[config.mk]
export PLATFORM = sky130hd
export DESIGN_NAME = wb_buffer
export DESIGN_NICKNAME = d
export VERILOG_FILES = /design/src/rtl/wb_buffer.sv
export SDC_FILE = /design/constraint.sdc
export NUM_CORES = 1
export LEC_CHECK = 0
export BUFFER_PORTS_ARGS = -buffer_cell sky130_fd_sc_hd__buf_2
export CAP_MARGIN = 5
export CORE_MARGIN = 4
export CORE_UTILIZATION = 55
export CTS_CLUSTER_DIAMETER = 40
export DETAILED_ROUTE_END_ITERATION = 10
export GPL_ROUTABILITY_DRIVEN = 0
export PLACE_DENSITY = 0.76
export REMOVE_ABC_BUFFERS = 1
export SKIP_LAST_GASP = 1
export SYNTH_ARGS = -nofsm -noshare
export SYNTH_HDL_FRONTEND = slang
export SYNTH_SLANG_ARGS = --single-unit
[constraint.sdc]
create_clock -name clk -period 9.6 [get_ports clk]
set_input_delay 0.48 -clock clk [delete_from_list [all_inputs] [get_ports clk]]
set_output_delay 0.48 -clock clk [all_outputs]
set_load 0.02 [all_outputs]
[src/rtl/wb_buffer.sv]
// Write-back buffer in front of the 8 x 32-bit register file: in-order queue of
// register writes, drained one per cycle, with a combinational forwarding lookup.
module wb_buffer #(
    parameter int DEPTH = 4,
    parameter int AW    = 3
) (
    input  logic                    clk,
    input  logic                    rstbar,
    input  logic                    in_valid,
    output logic                    in_ready,
    input  logic [AW-1:0]           in_addr,
    input  logic [31:0]             in_data,
    input  logic                    wr_stall,
    output logic                    rf_we,
    output logic [AW-1:0]           rf_waddr,
    output logic [31:0]             rf_wdata,
    input  logic [AW-1:0]           lk_addr,
    output logic                    lk_hit,
    output logic [31:0]             lk_data,
    output logic [$clog2(DEPTH):0]  count
);
    localparam int PW = $clog2(DEPTH);
    localparam logic [PW:0] FULL = (PW+1)'(DEPTH);

    typedef struct packed {
        logic [AW-1:0] addr;
        logic [31:0]   data;
    } entry_t;

    entry_t [DEPTH-1:0] ent;
    logic   [DEPTH-1:0] vld;
    logic   [PW-1:0]    head;
    logic   [PW-1:0]    tail;
    logic   [PW-1:0]    idx;
    logic               push;
    logic               pop;

    // No pass-through: a full buffer refuses input even when it pops this cycle.
    assign in_ready = (count != FULL);
    assign push     = in_valid && in_ready;
    assign rf_we    = (count != '0) && !wr_stall;
    assign pop      = rf_we;
    assign rf_waddr = (count != '0) ? ent[head].addr : '0;
    assign rf_wdata = (count != '0) ? ent[head].data : '0;

    // Walk oldest to youngest so the last match (youngest) wins.
    always_comb begin
        lk_hit  = 1'b0;
        lk_data = '0;
        idx     = head;
        for (int i = 0; i < DEPTH; i++) begin
            idx = head + PW'(i);
            if (vld[idx] && ent[idx].addr == lk_addr) begin
                lk_hit  = 1'b1;
                lk_data = ent[idx].data;
            end
        end
    end

    always_ff @(posedge clk or negedge rstbar) begin
        if (!rstbar) begin
            ent   <= '0;
            vld   <= '0;
            head  <= '0;
            tail  <= '0;
            count <= '0;
        end else begin
            if (push) begin
                ent[tail].addr <= in_addr;
                ent[tail].data <= in_data;
                vld[tail]      <= 1'b1;
                tail           <= tail + 1'b1;
            end
            if (pop) begin
                vld[head] <= 1'b0;
                head      <= head + 1'b1;
            end
            case ({push, pop})
                2'b10:   count <= count + 1'b1;
                2'b01:   count <= count - 1'b1;
                default: count <= count;
            endcase
        end
    end
endmodule

# Word level (Yosys, flattened, before mapping)
# Cells that the tools add are included.
# word_totals
ff_bits,151
inputBits,42
out_inout_bits,73
# classes
add_sub_neg,6
magnitude_cmp,7
n_eq_ne,7
n_mux,39
bitwise,3
reduce_logical,11
# ops
op,count
35-bit binary-select mux with 2-bit select,4
140-bit bitwise mux,2
32-bit 2-to-1 mux,6
35-bit 2-to-1 mux,5
35-bit demux with 2-bit select,2
"2-bit by 3-bit less-than comparator with 1-bit output, second input constant",5
3-bit == test,4
1-bit 2-to-1 mux,10
1-bit binary-select mux with 2-bit select,4
1-bit logical AND,8
4-bit 2-to-1 mux,2
3-bit one-hot mux with 2 select lines,1
"2-bit by 1-bit adder with 2-bit output, second input constant",2
"2-bit adder, second input constant",2
4-bit AND,1
1-bit demux with 2-bit select,2
"2-bit by 1-bit greater-or-equal comparator with 1-bit output, second input constant",2
4-bit inverter,1
4-bit bitwise OR,1
"3-bit by 1-bit adder with 3-bit output, second input constant",1
3-bit 2-to-1 mux,1
"3-bit inequality test, second input constant",1
3-bit nonzero test,1
"3-bit by 1-bit subtractor with 3-bit output, second input constant",1
4 further kinds,4

# Depth between registers and ports, before layout
# logic_depth
depth_word,8
depth_mapped,16
depth_no_buf,10

# Worst setup path after synthesis
# OpenSTA, ideal clock, no wires.
# synth_path
path_type,reg-to-output
from,reg head[1]
to,out lk_data[10]
arrival_ps,3492
required_time_ps,9120
slack_ps,5628
stages_incl_launch_ff,16
path_cell_list,dfrtp_1 > buf_2 > buf_2 > buf_2 > buf_1 > inv_1 > ha_1 > buf_2 > buf_4 > mux4_2 > xnor2_1 > nand2_1 > o211ai_2 > clkbuf_1 > o22ai_1 > nor2_1
# synth_between
elab_chain_len,8
elab_cells_between_ends,31
classes_between,3 x add/sub; 4 x eq/ne; 20 x mux; 4 x reduce/logical
# synth_lines
item,line_no,text
from (decl),32,logic [PW-1:0] head;
from (signal assigned),76,head <= head + 1'b1;
2-bit by 1-bit adder with 2-bit output / 35-bit binary-select mux with 2-bit select (equally long branches),"52, 53, 55",
35-bit binary-select mux with 2-bit select / 35-bit 2-to-1 mux (equally long branches),"53, 55",
35-bit 2-to-1 mux (implied by the code) / 3-bit == test (equally long branches),"55, 53",
3-bit == test / 1-bit logical AND (equally long branches),53,if (vld[idx] && ent[idx].addr == lk_addr) begin
1-bit logical AND / 32-bit 2-to-1 mux (equally long branches),53,
32-bit 2-to-1 mux (2 in a row),53,
32-bit 2-to-1 mux (*),53,
to (decl),19,"output logic [31:0] lk_data,"
# Mark *: on every way between the ends. The rest lies on a longest branch, timed or not. The select of a mux whose other input is x is not followed.

# Worst setup path after layout
# layout_path
from,reg head[0]
to,out lk_data[15]
# layout_between
elab_cells_between_ends,31
classes_between,3 x add/sub; 4 x eq/ne; 20 x mux; 4 x reduce/logical
# layout_lines
item,line_no,text
2-bit adder (*),52,idx = head + PW'(i);
named net idx[0],34,logic [PW-1:0] idx;
35-bit binary-select mux with 2-bit select,"53, 55",
35-bit 2-to-1 mux (implied by the code),55,lk_data = ent[idx].data;
3-bit == test,53,
1-bit logical AND,53,
32-bit 2-to-1 mux (*),53,
# The timed path passes the listed nets; every way through them passes the cells marked *. The select of a mux whose other input is x is not followed.

==> impl_results.md <==
- Iteration-0 DRC Markers: 539
- Area contributors post-synth: dfrtp_1 36%, mux4_2 30%, mux2_2 15%, a221oi_1 2.4%, nor2b_1 2.0%
- CP startpoint: head[0]
- Fin crit share: 58.4%
- Leading cell type in the layout, fill and taps excluded: dfrtp_1
- Worst Path Required: 9120 ps
- TNS Setup: 0 ps
- Clock buffer depth: 2
- Syn_area_per_cell: 14.4 um2
- Number of buffers created by CTS: 17
- Skew final: 12.0 ps
- Sink Count: 151
- CP Class: reg2out
- Tmin final: 5610 ps
- EDFF count, synth: 0
- H-Tree Depth: 4
- First-pass GRT wire length: 42.0 mm
- Post-cts sizing count: 0
- CORE AREA: 18,600 um2
- Slew @ Worst Pin: 1180 ps
- CP Capture Type: output port
- Commonest cells after routing, fill and taps aside: 149 x dfrtp_1, 143 x mux2_2, 137 x mux4_2
- Pin count of the biggest net entering global routing: 85
- I/O pin cnt: 115
- Initial antenna violation count: 1
- Remaining Overflow, GRT: 0
- Hold_ws: 40.8 ps
- Reg-to-reg endpoint: ent[41]
- Final Non-Filler Cells: 1,046
- Inst Count DP: 1,013
- Seq cells post-synth: 151
- Tot GR Track Use: 24.9%
- Vias in the first global route: 7,637
- Cts hold-fix bufs: 0
- CTS tree: done
- Layout cells sized above 1: 56.2%
- Clock transition at the registers of the reported paths: 60 ps
- IO buf count: 114
- Final setup vio count: 0
- Async SR Flop Fraction: 100%
- FMAX: 178 MHz
- Setup repair bufs after CTS: 0
- Final #Nets: 850
- CP Max Fanout: 77
- YS warnings: 0
- Most used DFF post-synth: dfrtp_1
- Site Rows: 50
- Worst min path class: in2async
- Final Max Tran Viols: 0
- Slew margin rel.: 21.0%
- Final Hold Fails: 0
- Via Count: 7,271
- Max_cap viols: 0
- Reg2Reg Launch Point: count[0]
- Outcome: completed
- Die height: 146 um
- WL/cell: 24.7 um
- Initial Util: 55.8%
- Post-synth top area share: 36.3%
- Sequential-to-total area share from yosys stat: 36.3%
- DRC violations left: 0
- Die ar.: 21,200 um2
- Flop2flop setup slack: 7100 ps
- Die width: 146 um
- HPWL Detailed: 15.7 mm
- DRT Wirelength: 25.8 mm
- DRT antenna net count: 0
- Root Driver: clkbuf_16
- CP Data Arrival Time: 5130 ps
- Synth Cell Area: 10,400 um2
- Drt first pass iters: 5
- RSZ-0062 raised after global routing: no
- Clock Latency Late Sink: 440 ps
- Vias/cell: 6.95
- CP startpoint kind: register
- Cell variety after synth: 40
- Reg2Reg Depth: 5
- Area Growth Syn to Fin: 11.7%
- Leading area contributor after synthesis: dfrtp_1
- Post-Syn Instances: 725
## state kept, by name, indices dropped and copies added (netlist names)
| register | flops |
|---|---|
| ent | 140 |
| tail | 2 |
| vld | 4 |
| count | 3 |
| head | 2 |
## area by class of cell
type | instances | area [um2]
fillers | 1435 | 7020
multi-input cells | 494 | 6280
flip-flops and latches | 151 | 3790
repair buffers | 124 | 652
clock buffers | 18 | 439
well taps | 234 | 293
clock inverters | 14 | 134
inverters | 10 | 37.5
diodes | 1 | 2.50
## synth_stat cells, drive strengths merged (9+ instances only)
master and instances:
xor2 10, ha 9, o22ai 32, buf 46, nor2 37, mux2 143, dfrtp 151, mux2i 10
nor2b 34, mux4 137, xnor2 13, a221oi 32, nand2 11, clkbuf 24, inv 10
## critical path, cell delays in order, from the launching register on
cell and delay, ps:
dfrtp_4 790, inv_1 310, ha_4 1100, mux4_2 620, xnor2_1 300, and3_2 880, a221oi_1 250, nor2_1 230
buf_2 200
## how the worst max path moves through the flow
stage,slack [ps],cells after the start,end
floorplan,-850,7,lk_data[0]
finish,3990,8,lk_data[15]
global placement,4610,8,lk_data[24]
global route,3620,8,lk_data[24]
detailed placement,4440,8,lk_data[15]
CTS,3980,8,lk_data[15]
## metal layers
layer / global-route usage (%) / wire (um) / vias to the layer above
li1: - / - / 3063
met4: 7.83 / 549 / 0
met2: 42.4 / 13500 / 336
met1: 31.9 / 9910 / 3829
met5: 0 / 0 / -
met3: 6.04 / 1910 / 43
## through the flow
step	area, um2	setup WS [ps]	utilization, %
floorplan	10000	-854	-
global placement	11000	4610	59.3
detailed placement	11000	4440	59.3
CTS	11600	3980	62.3
global route	11600	3620	62.4
finish	11600	3990	62.4
## cell families after synthesis
| family | synth area share [%] |
|---|---|
| AND/OR/NAND/NOR | 4.22 |
| XOR/XNOR | 2.01 |
| adder cells (fa/ha/maj) | 1.27 |
| buffers and inverters | 3.81 |
| flip-flops | 36.3 |
| AO/OA/AOI/OAI | 6.29 |
| multiplexers | 46.1 |
Power is left out: the tool's default activity adds up to more than one toggle a clock period on the data nets, which glitch-free logic cannot reach.
